`config.mk`:
```
export PLATFORM = sky130hd
export DESIGN_NAME = uart_rx_frame
export DESIGN_NICKNAME = d
export VERILOG_FILES = /design/src/rtl/uart_pkg.sv /design/src/rtl/uart_baud_tick.sv /design/src/rtl/uart_rx_frame.sv
export SDC_FILE = /design/constraint.sdc
export NUM_CORES = 1
export LEC_CHECK = 0
export ABC_AREA = 1
export CAP_MARGIN = 10
export CORE_MARGIN = 2
export CORE_UTILIZATION = 48
export CTS_BUF_LIST = sky130_fd_sc_hd__clkbuf_2
export CTS_CLUSTER_SIZE = 14
export DETAILED_ROUTE_END_ITERATION = 12
export PLACE_DENSITY = 0.73
export SLEW_MARGIN = 20
export SYNTH_ARGS = -nofsm -noshare
export SYNTH_HDL_FRONTEND = slang
export SYNTH_SLANG_ARGS = --single-unit
```
`constraint.sdc`:
```
create_clock -name clk -period 2.01 [get_ports clk]
set_clock_uncertainty 0.15 [all_clocks]
set_input_delay 0.402 -clock clk [delete_from_list [all_inputs] [get_ports clk]]
set_output_delay 0.402 -clock clk [all_outputs]
set_load 0.005 [all_outputs]
```
`src/rtl/uart_pkg.sv`:
```
// Shared UART definitions: receive FSM state encoding, oversampling constants
// and the parity helper used by the receive frame logic.
package uart_pkg;

    typedef enum logic [2:0] {
        ST_IDLE   = 3'd0,
        ST_START  = 3'd1,
        ST_DATA   = 3'd2,
        ST_PARITY = 3'd3,
        ST_STOP   = 3'd4,
        ST_BREAK  = 3'd5
    } rx_state_t;

    localparam int OVERSAMPLE  = 16;
    localparam int MID_SAMPLE  = 7;
    localparam int LAST_SAMPLE = 15;
    localparam int DATA_BITS   = 8;

    // High when data plus received parity bit disagree with the configured sense.
    function automatic logic parity_mismatch(input logic [DATA_BITS-1:0] data,
                                             input logic                 par_bit,
                                             input logic                 odd);
        return (^data) ^ par_bit ^ odd;
    endfunction

endpackage

```
`src/rtl/uart_baud_tick.sv`:
```
// Oversample tick generator: one-clock tick every baud_div+1 clocks.
// A new divisor is picked up at the reload so a period never gets cut short.
module uart_baud_tick #(
    parameter int DIV_W = 8
) (
    input  logic             clk,
    input  logic             reset,
    input  logic [DIV_W-1:0] baud_div,
    output logic             tick
);

    logic [DIV_W-1:0] count;
    logic [DIV_W-1:0] div_q;

    assign tick = (count == div_q);

    always_ff @(posedge clk or negedge reset) begin
        if (!reset) begin
            count <= '0;
            div_q <= '0;
        end else if (tick) begin
            count <= '0;
            div_q <= baud_div;
        end else begin
            count <= count + DIV_W'(1);
        end
    end

endmodule

```
`src/rtl/uart_rx_frame.sv`:
```
// UART receive front-end: synchronises rx_in, finds start bits with 16x oversampling
// and deserialises LSB-first frames. Define UART_RX_PARITY_EN for 8E1/8O1 frames.
module uart_rx_frame
    import uart_pkg::*;
#(
    parameter int DIV_W      = 8,
    parameter int PARITY_ODD = 0
) (
    input  logic             clk,
    input  logic             reset,
    input  logic             rx_in,
    input  logic [DIV_W-1:0] baud_div,
    input  logic             rx_ack,
    output logic [7:0]       rx_data,
    output logic             rx_valid,
    output logic             frame_err,
    output logic             parity_err,
    output logic             overrun
);

    localparam int SCNT_W = $clog2(OVERSAMPLE);
    localparam int BCNT_W = $clog2(DATA_BITS);
    localparam logic [SCNT_W-1:0] MID_CNT  = SCNT_W'(MID_SAMPLE);
    localparam logic [SCNT_W-1:0] LAST_CNT = SCNT_W'(LAST_SAMPLE);
    localparam logic [BCNT_W-1:0] LAST_BIT = BCNT_W'(DATA_BITS - 1);

    logic                 tick;
    logic                 rx_m;
    logic                 rx_s;
    rx_state_t            state;
    rx_state_t            state_nxt;
    logic [SCNT_W-1:0]    scnt;
    logic [SCNT_W-1:0]    scnt_nxt;
    logic [BCNT_W-1:0]    bcnt;
    logic [BCNT_W-1:0]    bcnt_nxt;
    logic [DATA_BITS-1:0] shreg;
    logic [DATA_BITS-1:0] shreg_nxt;
    logic                 stop_bit;
    logic                 stop_nxt;
    logic                 dlv;
    logic                 dlv_nxt;
    logic                 par_bit;
    logic                 accept;

    uart_baud_tick #(
        .DIV_W(DIV_W)
    ) u_tick (
        .clk     (clk),
        .reset   (reset),
        .baud_div(baud_div),
        .tick    (tick)
    );

    always_ff @(posedge clk or negedge reset) begin
        if (!reset) begin
            rx_m <= 1'b1;
            rx_s <= 1'b1;
        end else begin
            rx_m <= rx_in;
            rx_s <= rx_m;
        end
    end

`ifdef UART_RX_PARITY_EN
    logic par_nxt;

    always_ff @(posedge clk or negedge reset) begin
        if (!reset) par_bit <= 1'b0;
        else        par_bit <= par_nxt;
    end
`else
    // No parity bit on the line: a value that always matches keeps parity_err at 0.
    assign par_bit = (^shreg) ^ 1'(PARITY_ODD);
`endif

    always_ff @(posedge clk or negedge reset) begin
        if (!reset) begin
            state    <= ST_IDLE;
            scnt     <= '0;
            bcnt     <= '0;
            shreg    <= '0;
            stop_bit <= 1'b0;
            dlv      <= 1'b0;
        end else begin
            state    <= state_nxt;
            scnt     <= scnt_nxt;
            bcnt     <= bcnt_nxt;
            shreg    <= shreg_nxt;
            stop_bit <= stop_nxt;
            dlv      <= dlv_nxt;
        end
    end

    always_comb begin
        state_nxt = state;
        scnt_nxt  = scnt;
        bcnt_nxt  = bcnt;
        shreg_nxt = shreg;
        stop_nxt  = stop_bit;
        dlv_nxt   = 1'b0;
`ifdef UART_RX_PARITY_EN
        par_nxt   = par_bit;
`endif
        if (tick) begin
            scnt_nxt = scnt + SCNT_W'(1);
            case (state)
                ST_IDLE: begin
                    scnt_nxt = '0;
                    if (!rx_s) state_nxt = ST_START;
                end
                ST_START: begin
                    if (scnt == MID_CNT) begin
                        scnt_nxt = '0;
                        bcnt_nxt = '0;
                        if (rx_s) state_nxt = ST_IDLE;
                        else      state_nxt = ST_DATA;
                    end
                end
                ST_DATA: begin
                    // Line order is LSB first, so each bit enters at the top.
                    if (scnt == LAST_CNT) begin
                        shreg_nxt = {rx_s, shreg[DATA_BITS-1:1]};
                        bcnt_nxt  = bcnt + BCNT_W'(1);
                        if (bcnt == LAST_BIT) begin
`ifdef UART_RX_PARITY_EN
                            state_nxt = ST_PARITY;
`else
                            state_nxt = ST_STOP;
`endif
                        end
                    end
                end
`ifdef UART_RX_PARITY_EN
                ST_PARITY: begin
                    if (scnt == LAST_CNT) begin
                        par_nxt   = rx_s;
                        state_nxt = ST_STOP;
                    end
                end
`endif
                ST_STOP: begin
                    if (scnt == LAST_CNT) begin
                        stop_nxt = rx_s;
                        dlv_nxt  = 1'b1;
                        if (rx_s) state_nxt = ST_IDLE;
                        else      state_nxt = ST_BREAK;
                    end
                end
                ST_BREAK: begin
                    scnt_nxt = '0;
                    if (rx_s) state_nxt = ST_IDLE;
                end
                default: begin
                    scnt_nxt  = '0;
                    state_nxt = ST_IDLE;
                end
            endcase
        end
    end

    // A simultaneous ack frees the holding register, so the new byte wins.
    assign accept = dlv && (!rx_valid || rx_ack);

    always_ff @(posedge clk or negedge reset) begin
        if (!reset) begin
            rx_data    <= '0;
            rx_valid   <= 1'b0;
            frame_err  <= 1'b0;
            parity_err <= 1'b0;
            overrun    <= 1'b0;
        end else if (accept) begin
            rx_data    <= shreg;
            frame_err  <= !stop_bit;
            parity_err <= parity_mismatch(shreg, par_bit, 1'(PARITY_ODD));
            rx_valid   <= 1'b1;
            overrun    <= 1'b0;
        end else if (dlv) begin
            overrun <= 1'b1;
        end else if (rx_ack && rx_valid) begin
            rx_valid <= 1'b0;
            overrun  <= 1'b0;
        end
    end

endmodule
```
==> metrics.yaml <==
outcome:
  outcome: "finished clean"
grt:
  grt.overflow.total: 0
  grtUsageTotal: 0.164
  grt_max_degree: 32
  grt_pass1_wl_mm: 7.00
  grt_pass1_vias: 1722
  grt_antenna_before_repair: 0
timing:
  slew_violations: 0
  period_share: 0.942
  whs_ns: 0.204
  fin_tns_setup_ns: 0
  slew_headroom: 0.661
  fin_crit_ns: 1.89
  worstMarginPinSlew_ns: 0.507
  final_hold_viol_count: 0
  max_freq_ghz: 0.528
  rsz0062_at_grt: "false"
  setup_viol: 0
logic_synthesis:
  synth_cells: 282
  synthFlopType: "dfrtp_1"
  synth_area_um2: 2330
  ys_ff_latch: 49
  synth_edf_count: 0
  synth_top_area_share: 0.505
  netlist_top_cells_count: "88 x nand2_1, 47 x dfrtp_1, 38 x inv_1, 23 x o21ai_0, 21 x nor2_1"
  yosys-top-cells-area: "dfrtp_1 50%, nand2_1 14%, inv_1 6.1%, o21ai_0 4.9%, nor2_1 3.4%"
  avgSynthCellArea_um2: 8.27
  yosys_warnings: 0
  ys_seq_area_frac: 0.527
  synthArstFlopShare: 1.00
  synth_nets: 298
  synth_area_leader_cell: "dfrtp_1"
  yosysMostFrequentCell: "nand2_1"
  ys_types: 25
placement:
  gp_congestion: 0.874
  hpwl_mm: 2.86
  portBuffers: 22
route:
  routedWlPerCell_um: 10.7
  routed_wl_mm: 3.91
  post_drt_via_cell_ratio: 4.88
  num_vias: 1776
  dr.first_iter.drc_count: 84
  drc: 0
  ant_nets: 0
  drt_first_pass_iters: 4
pwr:
  p_leak_nw: 1.41
  ir_drop_mv: 0.554
  power.density_nw_per_um2: 629
floorplan:
  coreArea_um2: 4690
  die_y_um: 73.7
  ios: 24
  rows: 25
  die_x_um: 73.7
  start_util: 0.497
  dieArea_um2: 5430
worst_hold_path:
  whs_path_depth: 1
  min_to: "rx_m"
  hp-class: "in2reg"
  min-delay-start: "rx_in"
clocking:
  clk_path_buf_depth: 2
  cts-root-buf: "clkbuf_2"
  clock_latency_ns: 0.41
  cts_buffers: 5
  cts_setup_buffers: 0
  ctsResizeCount: 0
  htreeDepth: 2
  holdBufCountCts: 1
  cts_tree: "built"
  cts_sinks: 49
  clk_pin_slew_ns: 0.25
critical_path:
  path_cells: "clkdlybuf4s50_1"
  critPathSlowestCell: "clkdlybuf4s50_1"
  crit_type: "reg2out"
  crit_required_ns: 1.46
  rr_endpoint: "shreg[3]"
  worstRegToRegCells: 9
  ff2ff_setup_slack_ns: 0.23
  crit_arrival_ns: 1.34
  critical-path-top-delay-family: "buffers and inverters"
  crit_buf_inv: 1
  start_kind: "flip-flop"
  cp-end-kind: "output pin"
  max_stage_delay_ns: 0.51
  crit_fanout: 2
  worstReg2RegStart: "u_tick.count[0]"
layout:
  post-route-util: 0.577
  drive_above_1_share: 0.119
  fin_nets: 325
  diodes: 0
  nFillCells: 450
  syn2layout_area_growth_pct: 16.2
flow_run:
  maxCapViolations: 0
==> layer usage <==
metal / track usage / wire, um
met2: 0.289 / 1970
met1: 0.196 / 1780
met3: 0.0302 / 112
met5: 0 / 0
met4: 0.0687 / 39
==> placed cells by master, fill, tap and decap left out, drive strengths merged <==
cell	instances
nand2	93
dfrtp	47
inv	44
o21ai	32
nor2	25
clkdlybuf4s50	21
nand3	10
nand4	7
a21oi	5
clkbuf	5
ha	4
nor3	4
buf	4
nor3b	2
bufinv	2
dfstp	2
xor2	1
conb	1
dlygate4sd3	1
==> per-stage QoR <==
| step | cell area [um^2] | instances | setup WS (ns) | total power [mW] |
|---|---|---|---|---|
| 2_1_floorplan | 2330 | 282 | 0.453 | 1.01 |
| 3_3_place_gp | 2600 | 355 | 0.227 | 1.06 |
| 3_5_place_dp | 2600 | 355 | 0.158 | 1.06 |
| 4_1_cts | 2710 | 364 | 0.0744 | 1.72 |
| 5_1_grt | 2710 | 364 | 0.0257 | 1.77 |
| 6_report | 2710 | 364 | 0.116 | 1.70 |
==> state kept, by name, summed over array words and instances, names as in the netlist, 3 cells and up <==
name / count
state: 3
rx_data: 8
shreg: 8
u_tick.div_q: 8
bcnt: 3
scnt: 4
u_tick.count: 8
==> layout make-up <==
| type | instances | area, um^2 | area share |
|---|---|---|---|
| multi-input cells | 184 | 896 | 0.331 |
| clock inverters | 3 | 68.8 | 0.0254 |
| inverters | 43 | 161 | 0.0596 |
| repair buffers | 26 | 260 | 0.0961 |
| well taps | 54 | 67.6 | 0.0250 |
| flip-flops and latches | 49 | 1230 | 0.454 |
| clock buffers | 5 | 25.0 | 0.00924 |
==> report_power, final <==
part	internal, mW	switching [mW]
clock network	0.339	0.323
registers	0.992	0.00167
logic	0.0236	0.0244
==> cells by family (layout without fill, tap and decap cells) <==
| logic type | Yosys count | in the layout | share of synthesized area |
|---|---|---|---|
| other | 1 | 1 | 0.00161 |
| xor gates and xnor gates | 1 | 1 | 0.00376 |
| DFF | 49 | 49 | 0.527 |
| adders and majority gates | 4 | 4 | 0.0215 |
| buffers and inverters | 49 | 77 | 0.0886 |
| and+or+nand+nor | 141 | 141 | 0.265 |
| AOI/OAI and AO/OA | 37 | 37 | 0.0923 |
==> worst max-delay path by stage <==
stage / start / end / slack, ns / cells after the start
global placement: rx_ack / rx_data[0] / 0.23 / 7
detailed placement: rx_ack / rx_data[7] / 0.16 / 6
CTS: frame_err / frame_err / 0.07 / 1
global route: rx_data[3] / rx_data[3] / 0.03 / 1
finish: frame_err / frame_err / 0.12 / 1
floorplan: scnt[0] / shreg[5] / 0.45 / 9
Power figures use the tool's default switching activity.
